<file path="config.mk">
export PLATFORM = sky130hd
export DESIGN_NAME = alu_cmd_sequencer
export DESIGN_NICKNAME = d
export VERILOG_FILES = /design/src/rtl/alu_pkg.sv /design/src/rtl/alu_settle_counter.sv /design/src/rtl/alu_cmd_sequencer.sv
export SDC_FILE = /design/constraint.sdc
export NUM_CORES = 1
export LEC_CHECK = 0
export CAP_MARGIN = 20
export CORE_MARGIN = 5
export CORE_UTILIZATION = 40
export DETAILED_ROUTE_END_ITERATION = 16
export GPL_ROUTABILITY_DRIVEN = 1
export PLACE_DENSITY = 0.75
export SYNTH_ARGS = -nofsm -noshare
export SYNTH_HDL_FRONTEND = slang
export SYNTH_SLANG_ARGS = --single-unit
export TNS_END_PERCENT = 20
</file>
<file path="constraint.sdc">
create_clock -name clock -period 3.6 [get_ports clock]
set_input_delay 0.54 -clock clock [delete_from_list [all_inputs] [get_ports clock]]
set_output_delay 0.54 -clock clock [all_outputs]
set_load 0.01 [all_outputs]
</file>
<file path="src/rtl/alu_pkg.sv">
// Shared ALU definitions: opcodes, sequencer state encoding, default widths.
// Imported by the command sequencer, its settle counter, EX and the benches.
package alu_pkg;

  localparam int DATA_W_DEF = 8;
  localparam int SW_W_DEF   = 16;
  localparam int OP_W_DEF   = 6;
  localparam int RES_W_DEF  = 9;
  localparam int CNT_W      = 4;

  localparam logic [5:0] OP_ADD = 6'b100000;
  localparam logic [5:0] OP_SUB = 6'b100010;
  localparam logic [5:0] OP_AND = 6'b100100;
  localparam logic [5:0] OP_OR  = 6'b100101;
  localparam logic [5:0] OP_XOR = 6'b100110;
  localparam logic [5:0] OP_SRA = 6'b000011;
  localparam logic [5:0] OP_SRL = 6'b000010;
  localparam logic [5:0] OP_NOR = 6'b100111;

  typedef enum logic [2:0] {
    S_GET_A  = 3'd0,
    S_GET_B  = 3'd1,
    S_GET_OP = 3'd2,
    S_SETTLE = 3'd3,
    S_RESULT = 3'd4
  } state_t;

  function automatic logic op_legal(input logic [5:0] op);
    logic ok;
    ok = 1'b0;
    case (op)
      OP_ADD, OP_SUB, OP_AND, OP_OR,
      OP_XOR, OP_SRA, OP_SRL, OP_NOR: ok = 1'b1;
      default: ok = 1'b0;
    endcase
    return ok;
  endfunction

endpackage

</file>
<file path="src/rtl/alu_settle_counter.sv">
// Loadable down-counter with zero flag; times the EX settle window.
// Ports: clock, reset_n (sync, active low), load/load_val, dec -> count, zero.
module alu_settle_counter
  import alu_pkg::*;
#(
  parameter int W = CNT_W
) (
  input  logic         clock,
  input  logic         reset_n,
  input  logic         load,
  input  logic [W-1:0] load_val,
  input  logic         dec,
  output logic [W-1:0] count,
  output logic         zero
);

  always_ff @(posedge clock) begin
    if (!reset_n) begin
      count <= '0;
    end else if (load) begin
      count <= load_val;
    end else if (dec && (count != '0)) begin
      count <= count - 1'b1;
    end
  end

  assign zero = (count == '0);

endmodule

</file>
<file path="src/rtl/alu_cmd_sequencer.sv">
// Turns an A,B,OP byte stream into EX load strobes and returns the result
// on a valid/ready handshake. Ports: clock, reset_n (sync, active low),
// rx_data/rx_valid in; sw, btn_a/b/op out to EX; alu_res/alu_carry in;
// res_data/res_carry/res_valid out with res_ready in; err pulse out.
// Build option OPCODE_CHECK_EN: reject opcodes outside the legal set.
module alu_cmd_sequencer
  import alu_pkg::*;
#(
  parameter int DATA_W     = DATA_W_DEF,
  parameter int SW_W       = SW_W_DEF,
  parameter int OP_W       = OP_W_DEF,
  parameter int RES_W      = RES_W_DEF,
  parameter int SETTLE_CYC = 2
) (
  input  logic              clock,
  input  logic              reset_n,
  input  logic [DATA_W-1:0] rx_data,
  input  logic              rx_valid,
  output logic [SW_W-1:0]   sw,
  output logic              btn_a,
  output logic              btn_b,
  output logic              btn_op,
  input  logic [RES_W-1:0]  alu_res,
  input  logic              alu_carry,
  output logic [RES_W-1:0]  res_data,
  output logic              res_carry,
  output logic              res_valid,
  input  logic              res_ready,
  output logic              err
);

  state_t state, state_nxt;

  logic [SW_W-1:0]  sw_nxt;
  logic             btn_a_nxt;
  logic             btn_b_nxt;
  logic             btn_op_nxt;
  logic [RES_W-1:0] res_data_nxt;
  logic             res_carry_nxt;
  logic             res_valid_nxt;
  logic             err_nxt;

  logic             cnt_load;
  logic             cnt_dec;
  logic [CNT_W-1:0] cnt;
  logic             cnt_zero;

  logic [SW_W-1:0]  byte_ext;
  logic [OP_W-1:0]  op_byte;
  logic [SW_W-1:0]  op_ext;

  assign byte_ext = {{(SW_W-DATA_W){1'b0}}, rx_data};
  assign op_byte  = rx_data[OP_W-1:0];
  assign op_ext   = {{(SW_W-OP_W){1'b0}}, op_byte};

  alu_settle_counter #(
    .W(CNT_W)
  ) u_cnt (
    .clock   (clock),
    .reset_n (reset_n),
    .load    (cnt_load),
    .load_val(CNT_W'(SETTLE_CYC)),
    .dec     (cnt_dec),
    .count   (cnt),
    .zero    (cnt_zero)
  );

  always_comb begin
    state_nxt     = state;
    sw_nxt        = sw;
    btn_a_nxt     = 1'b0;
    btn_b_nxt     = 1'b0;
    btn_op_nxt    = 1'b0;
    res_data_nxt  = res_data;
    res_carry_nxt = res_carry;
    res_valid_nxt = res_valid;
    err_nxt       = 1'b0;
    cnt_load      = 1'b0;
    cnt_dec       = 1'b0;
    unique case (state)
      S_GET_A: begin
        if (rx_valid) begin
          sw_nxt    = byte_ext;
          btn_a_nxt = 1'b1;
          state_nxt = S_GET_B;
        end
      end
      S_GET_B: begin
        if (rx_valid) begin
          sw_nxt    = byte_ext;
          btn_b_nxt = 1'b1;
          state_nxt = S_GET_OP;
        end
      end
      S_GET_OP: begin
        if (rx_valid) begin
`ifdef OPCODE_CHECK_EN
          if (!op_legal(6'(op_byte))) begin
            // sw is left alone so EX keeps its latched operands
            err_nxt   = 1'b1;
            state_nxt = S_GET_A;
          end else begin
            sw_nxt     = op_ext;
            btn_op_nxt = 1'b1;
            cnt_load   = 1'b1;
            state_nxt  = S_SETTLE;
          end
`else
          sw_nxt     = op_ext;
          btn_op_nxt = 1'b1;
          cnt_load   = 1'b1;
          state_nxt  = S_SETTLE;
`endif
        end
      end
      S_SETTLE: begin
        err_nxt = rx_valid;
        if (cnt_zero) begin
          res_data_nxt  = alu_res;
          res_carry_nxt = alu_carry;
          res_valid_nxt = 1'b1;
          state_nxt     = S_RESULT;
        end else begin
          cnt_dec = 1'b1;
        end
      end
      S_RESULT: begin
        err_nxt = rx_valid;
        if (res_valid && res_ready) begin
          res_valid_nxt = 1'b0;
          state_nxt     = S_GET_A;
        end
      end
      default: begin
        state_nxt = S_GET_A;
      end
    endcase
  end

  always_ff @(posedge clock) begin
    if (!reset_n) begin
      state     <= S_GET_A;
      sw        <= '0;
      btn_a     <= 1'b0;
      btn_b     <= 1'b0;
      btn_op    <= 1'b0;
      res_data  <= '0;
      res_carry <= 1'b0;
      res_valid <= 1'b0;
      err       <= 1'b0;
    end else begin
      state     <= state_nxt;
      sw        <= sw_nxt;
      btn_a     <= btn_a_nxt;
      btn_b     <= btn_b_nxt;
      btn_op    <= btn_op_nxt;
      res_data  <= res_data_nxt;
      res_carry <= res_carry_nxt;
      res_valid <= res_valid_nxt;
      err       <= err_nxt;
    end
  end

endmodule
</file>
== After elaboration in Yosys (flattened, before gate mapping) ==
Index checks and enable logic that the tools add are counted.
Operators by class
  add/subtract/negate cells: 1
  multiply operators: 0
  divide/modulo/power cells: 0
  order comparisons: 0
  equality and inequality tests: 10
  shift operators: 0
  muxes and demuxes: 18
  bitwise gates (word level): 1
  reductions and logical operators: 18
Operators with widths (count)
  $mux 16: 2
  $pmux 16 s2: 1
  $mux 3: 5
  $pmux 3 s5: 1
  $ne 2x2->1 const B: 5
  $reduce_and 2->1: 4
  $eq 3x2->1 const B: 2
  $mux 1: 6
  $reduce_and 3->1: 2
  $reduce_bool 2->1: 3
  $reduce_or 2->1: 3
  $reduce_and 5->1: 1
  $logic_not 4->1: 1
  $mux 2: 2
  $reduce_bool 4->1: 1
  $sub 4x1->4 const B: 1
  $eq 3x1->1 const B: 1
  $eq 3x3->1 const B: 1
  $logic_not 3->1: 1
  $logic_and 1x1->1: 2
  $ne 2x1->1 const B: 1
  $pmux 1 s2: 1
  $not 1->1: 1
Storage, ports and cells
  register bits after elaboration: 38
  bits in latches: 0
  memory bits (writable): 0
  ROM bits: 0
  input bits: 22
  output and inout port bits: 31
  logic and storage cells: 59
  memories kept: 0

== Depth between registers and ports, before layout ==
  depth in word-level cells: 6
  mapped depth: 6
  depth with buffers taken out: 5

== Cells and area by module ==
From an unflattened synthesis, not the netlist that was laid out.
Unflattened totals
  cells, all modules: 161
  area, all modules: 1350.0 µm²
Modules (own cells, without submodules)
  alu_cmd_sequencer: times used 1, cells each 130, area an instance 1093.5 µm², sequential area each 520.5 µm²
  alu_settle_counter: times used 1, cells each 31, area an instance 256.5 µm², sequential area each 80.1 µm²

== Worst setup path after synthesis ==
OpenSTA, ideal clock, no wires.
  path type: reg2reg
  start point: register u_cnt.count[1]
  end point: register res_data[1]
  setup time: 134 ps
  arrival time: 1294 ps
  required time: 3466 ps
  path slack: 2172 ps
  cell stages (with the launch flop): 7
  path buffers: 1
  period minus slack after synthesis: 1428 ps
  cells stage by stage: dfxtp_1 -> inv_1 -> ha_1 -> or3b_1 -> clkbuf_1 -> o21ai_1 -> a21oi_1
Between the ends
  longest elaborated chain between the ends: 2
Ends and longest elaborated chain
  from (decl): line alu_settle_counter.sv:13  | output logic [W-1:0] count,
  from (signal assigned): line alu_settle_counter.sv:21  | count <= load_val;
  from (signal assigned): line alu_settle_counter.sv:23  | count <= count - 1'b1;
  $logic_not 4->1: line alu_settle_counter.sv:27  | assign zero = (count == '0);
  $reduce_and 2->1 (no source line)
  to (signal assigned): line alu_cmd_sequencer.sv:157  | res_data <= res_data_nxt;
  to (decl): line alu_cmd_sequencer.sv:25  | output logic [RES_W-1:0] res_data,
No other way between the ends.
A chain may end at the register's enable or synchronous reset.

== Worst setup path in the final report ==
  start point: register u_cnt.count[0]
  end point: register state[1]
Between the ends
  longest elaborated chain between the ends: 3
Ends and longest elaborated chain
  $logic_not 4->1: line alu_settle_counter.sv:27
  $ne 2x2->1 (no source line)
  $reduce_and 5->1 (no source line)
  to (signal assigned): line alu_cmd_sequencer.sv:152  | state <= state_nxt;
  to (decl): line alu_cmd_sequencer.sv:32  | state_t state, state_nxt;
No other way between the ends.

==> metrics.yaml <==
worst_setup_path:
  cp-start-kind: "flip-flop"
  reg2regPathDepth: 5
  critPathMaxFanout: 15
  r2r-start: "u_cnt.count[0]$_SDFFE_PP0P_"
  r2r_setup_slack_ns: 1.72
  cp_data_required_time_ns: 3.84
  crit_arrival_ns: 2.11
  crit_type: "flip-flop to flip-flop"
  r2r-end: "state[1]$_SDFFE_PN0P_"
  end_kind: "flip-flop"
placement:
  place.gp.congestion: 0.820
  io_buffers: 44
  dp_hpwl_um: 2490
  dp_cells: 228
yosys:
  avgSynthCellArea_um2: 8.58
  synth_ff_type: "dfxtp_1"
  ys_types: 32
  ys_ff_latch: 30
  yosys_warnings: 0
  synth-edff-count: 0
  synthCells: 152
  synth_top_area_share_pct: 46.1
  yosys-top-cells-area: "dfxtp_1, a21oi_1, o21ai_1"
  ys_seq_area_share_pct: 46.1
  synth_largest_area_cell: "dfxtp_1"
  synthTopCellsByCount: "dfxtp_1, a21oi_1, o21ai_1"
  synthArstFlopShare_pct: 0
  syn_area_um2: 1300
  synth.most_common_cell: "dfxtp_1"
floorplan:
  die_w_um: 67.1
  dieArea_um2: 4500
  ioPinCount: 53
  row_count: 20
  initial_utilization_pct: 42.4
  dieHeight_um: 67.1
  core_um2: 3080
flow_run:
  drv_cap: 0
clocking:
  cts.path.max_buffers: 2
  cts_tree: "built"
  cts_resized: 0
  cts-root-buf: "clkbuf_4"
  cts_setup_buffers: 0
  cts.sinks: 30
  cts_max_level: 2
  cts_buffers: 5
  ctsHoldBuffers: 0
  clock_latency_ns: 0.34
  clkTransAtPathRegs_ns: 0.10
cells_and_area:
  area_growth_pct: 39.7
  fin_cells: 236
  layout-drive-gt1-share_pct: 5.73
  fill_cells: 280
  antenna_cells: 0
  final_nets: 214
  final_util_pct: 59.2
detailed_routing:
  post_drt_wl_per_cell_um: 15.1
  routed_wl_um: 3580
  ant_nets: 0
  dr.pass1.iters: 4
  drcViolationCount: 0
  viasPerCell: 5.24
  num_vias: 1237
  drtIter0Drc: 94
pwr:
  p_seq_share_pct: 43.8
  p_leak_nw: 0.704
  p_sw_mw: 0.184
  internal_power_mw: 0.629
  ir_worst_vdd_v: 0.000327
  switching_share_pct: 22.7
  power.total_mw: 0.813
  powerDensity_nw_per_um2: 446
  p_clk_share_pct: 44.6
  pwr-share-comb_pct: 11.6
min_path:
  hold_end: "res_data[0]$_SDFFE_PN0P_"
  hold_start: "res_data[0]$_SDFFE_PN0P_"
  whs_path_depth: 2
  hold_class: "flip-flop to flip-flop"
sta:
  worst_pin_slew_ns: 0.855
  tns_ns: 0
  rsz0062_at_grt: "false"
  holdWs_ns: 0.484
  slew_headroom_pct: 42.7
  hold_viol: 0
  timing.final.crit_period_ns: 1.88
  max_clock_freq_mhz: 533
  final_max_slew_viol_count: 0
  finalClockSkew_ns: 0.00849
  finalSetupViolations: 0
  final.period_utilization_pct: 52.1
global_routing:
  grt_max_degree: 22
  grtUsageTotal_pct: 17.2
  grt_pass1_wl_um: 5750
  grt_antenna_before_repair: 0
  grt_pass1_vias: 1191
  grt_overflow_total: 0
status:
  status: "finished clean"
==> area by class of cell <==
class	count	area, um2	area share [%]
clock inverters	2	60.1	3.30
clock buffers	6	51.3	2.82
repair buffers	44	440	24.2
multi-input cells	104	592	32.5
flip-flops and latches	30	601	33.0
well taps	44	55.1	3.02
inverters	6	22.5	1.24
==> cell usage in the layout, fill, tap and decap left out, types with 2 or more instances in the layout <==
| cell type | count |
|---|---|
| a21oi_1 | 24 |
| bufinv_16 | 2 |
| clkbuf_4 | 5 |
| nor3b_1 | 2 |
| nand2_1 | 8 |
| or3_1 | 2 |
| nand3_1 | 17 |
| conb_1 | 8 |
| or3b_1 | 2 |
| clkdlybuf4s50_1 | 44 |
| or4_1 | 2 |
| o21ai_1 | 18 |
| o21ai_0 | 5 |
| inv_1 | 6 |
| dfxtp_1 | 30 |
==> registers in the layout (all words and copies together), names as in the netlist <==
| name | flops |
|---|---|
| u_cnt.count | 4 |
| btn_op | 1 |
| state | 3 |
| res_valid | 1 |
| sw | 8 |
| res_carry | 1 |
| btn_a | 1 |
| btn_b | 1 |
| res_data | 9 |
| err | 1 |
==> how the worst max path moves through the flow <==
stage	start	endpoint	slack, ns	cells past startpoint
2_1_floorplan	u_cnt.count[1]$_SDFFE_PN0P_	res_data[1]$_SDFFE_PN0P_	2.17	6
3_5_place_dp	reset_n	state[1]$_SDFFE_PN0P_	1.42	4
4_1_cts	u_cnt.count[0]$_SDFFE_PP0P_	state[1]$_SDFFE_PN0P_	1.72	5
6_report	u_cnt.count[0]$_SDFFE_PP0P_	state[1]$_SDFFE_PN0P_	1.72	5
3_3_place_gp	reset_n	state[1]$_SDFFE_PN0P_	1.53	4
5_1_grt	u_cnt.count[1]$_SDFFE_PN0P_	state[1]$_SDFFE_PN0P_	1.60	5
==> per-stage QoR <==
stage	setup WS [ns]	area, um2
2_1_floorplan	2.17	1330
3_5_place_dp	1.42	1710
4_1_cts	1.72	1820
6_report	1.72	1820
3_3_place_gp	1.53	1710
5_1_grt	1.60	1820
==> worst max-delay path, cell delays in order, from the launching register on <==
cell       delay, ns
dfxtp_1         0.33
inv_1           0.08
ha_1            0.18
nor3b_2         0.71
a2111oi_0       0.24
a41o_1          0.24
==> layer usage <==
layer  track usage [%]  share of wire, %  vias up
met5                 0                 0        -
met4              9.87               2.3        0
met3              5.90               8.6        9
met2              27.0                48       53
met1              20.1                41      572
li1                  -                 -      603
==> power by group through the flow <==
stage	clock [mW]	combinational [mW]	sequential [mW]
after global placement	0	0.0908	0.363
after detailed placement	0	0.0933	0.363
after global routing	0.385	0.102	0.359
final	0.362	0.0946	0.356
after CTS	0.365	0.0943	0.356
after floorplan	0	0.0498	0.363
==> cells by family (layout without fill, tap and decap cells) <==
kind of cell | count (synthesis) | after routing | synth area share (%)
simple gates | 43 | 43 | 20.3
other cells | 1 | 8 | 0.288
flops | 30 | 30 | 46.1
compound gates | 52 | 52 | 21.9
fa+ha+maj | 1 | 1 | 0.960
buf+inv | 25 | 58 | 10.6
Power figures use the tool's default switching activity.
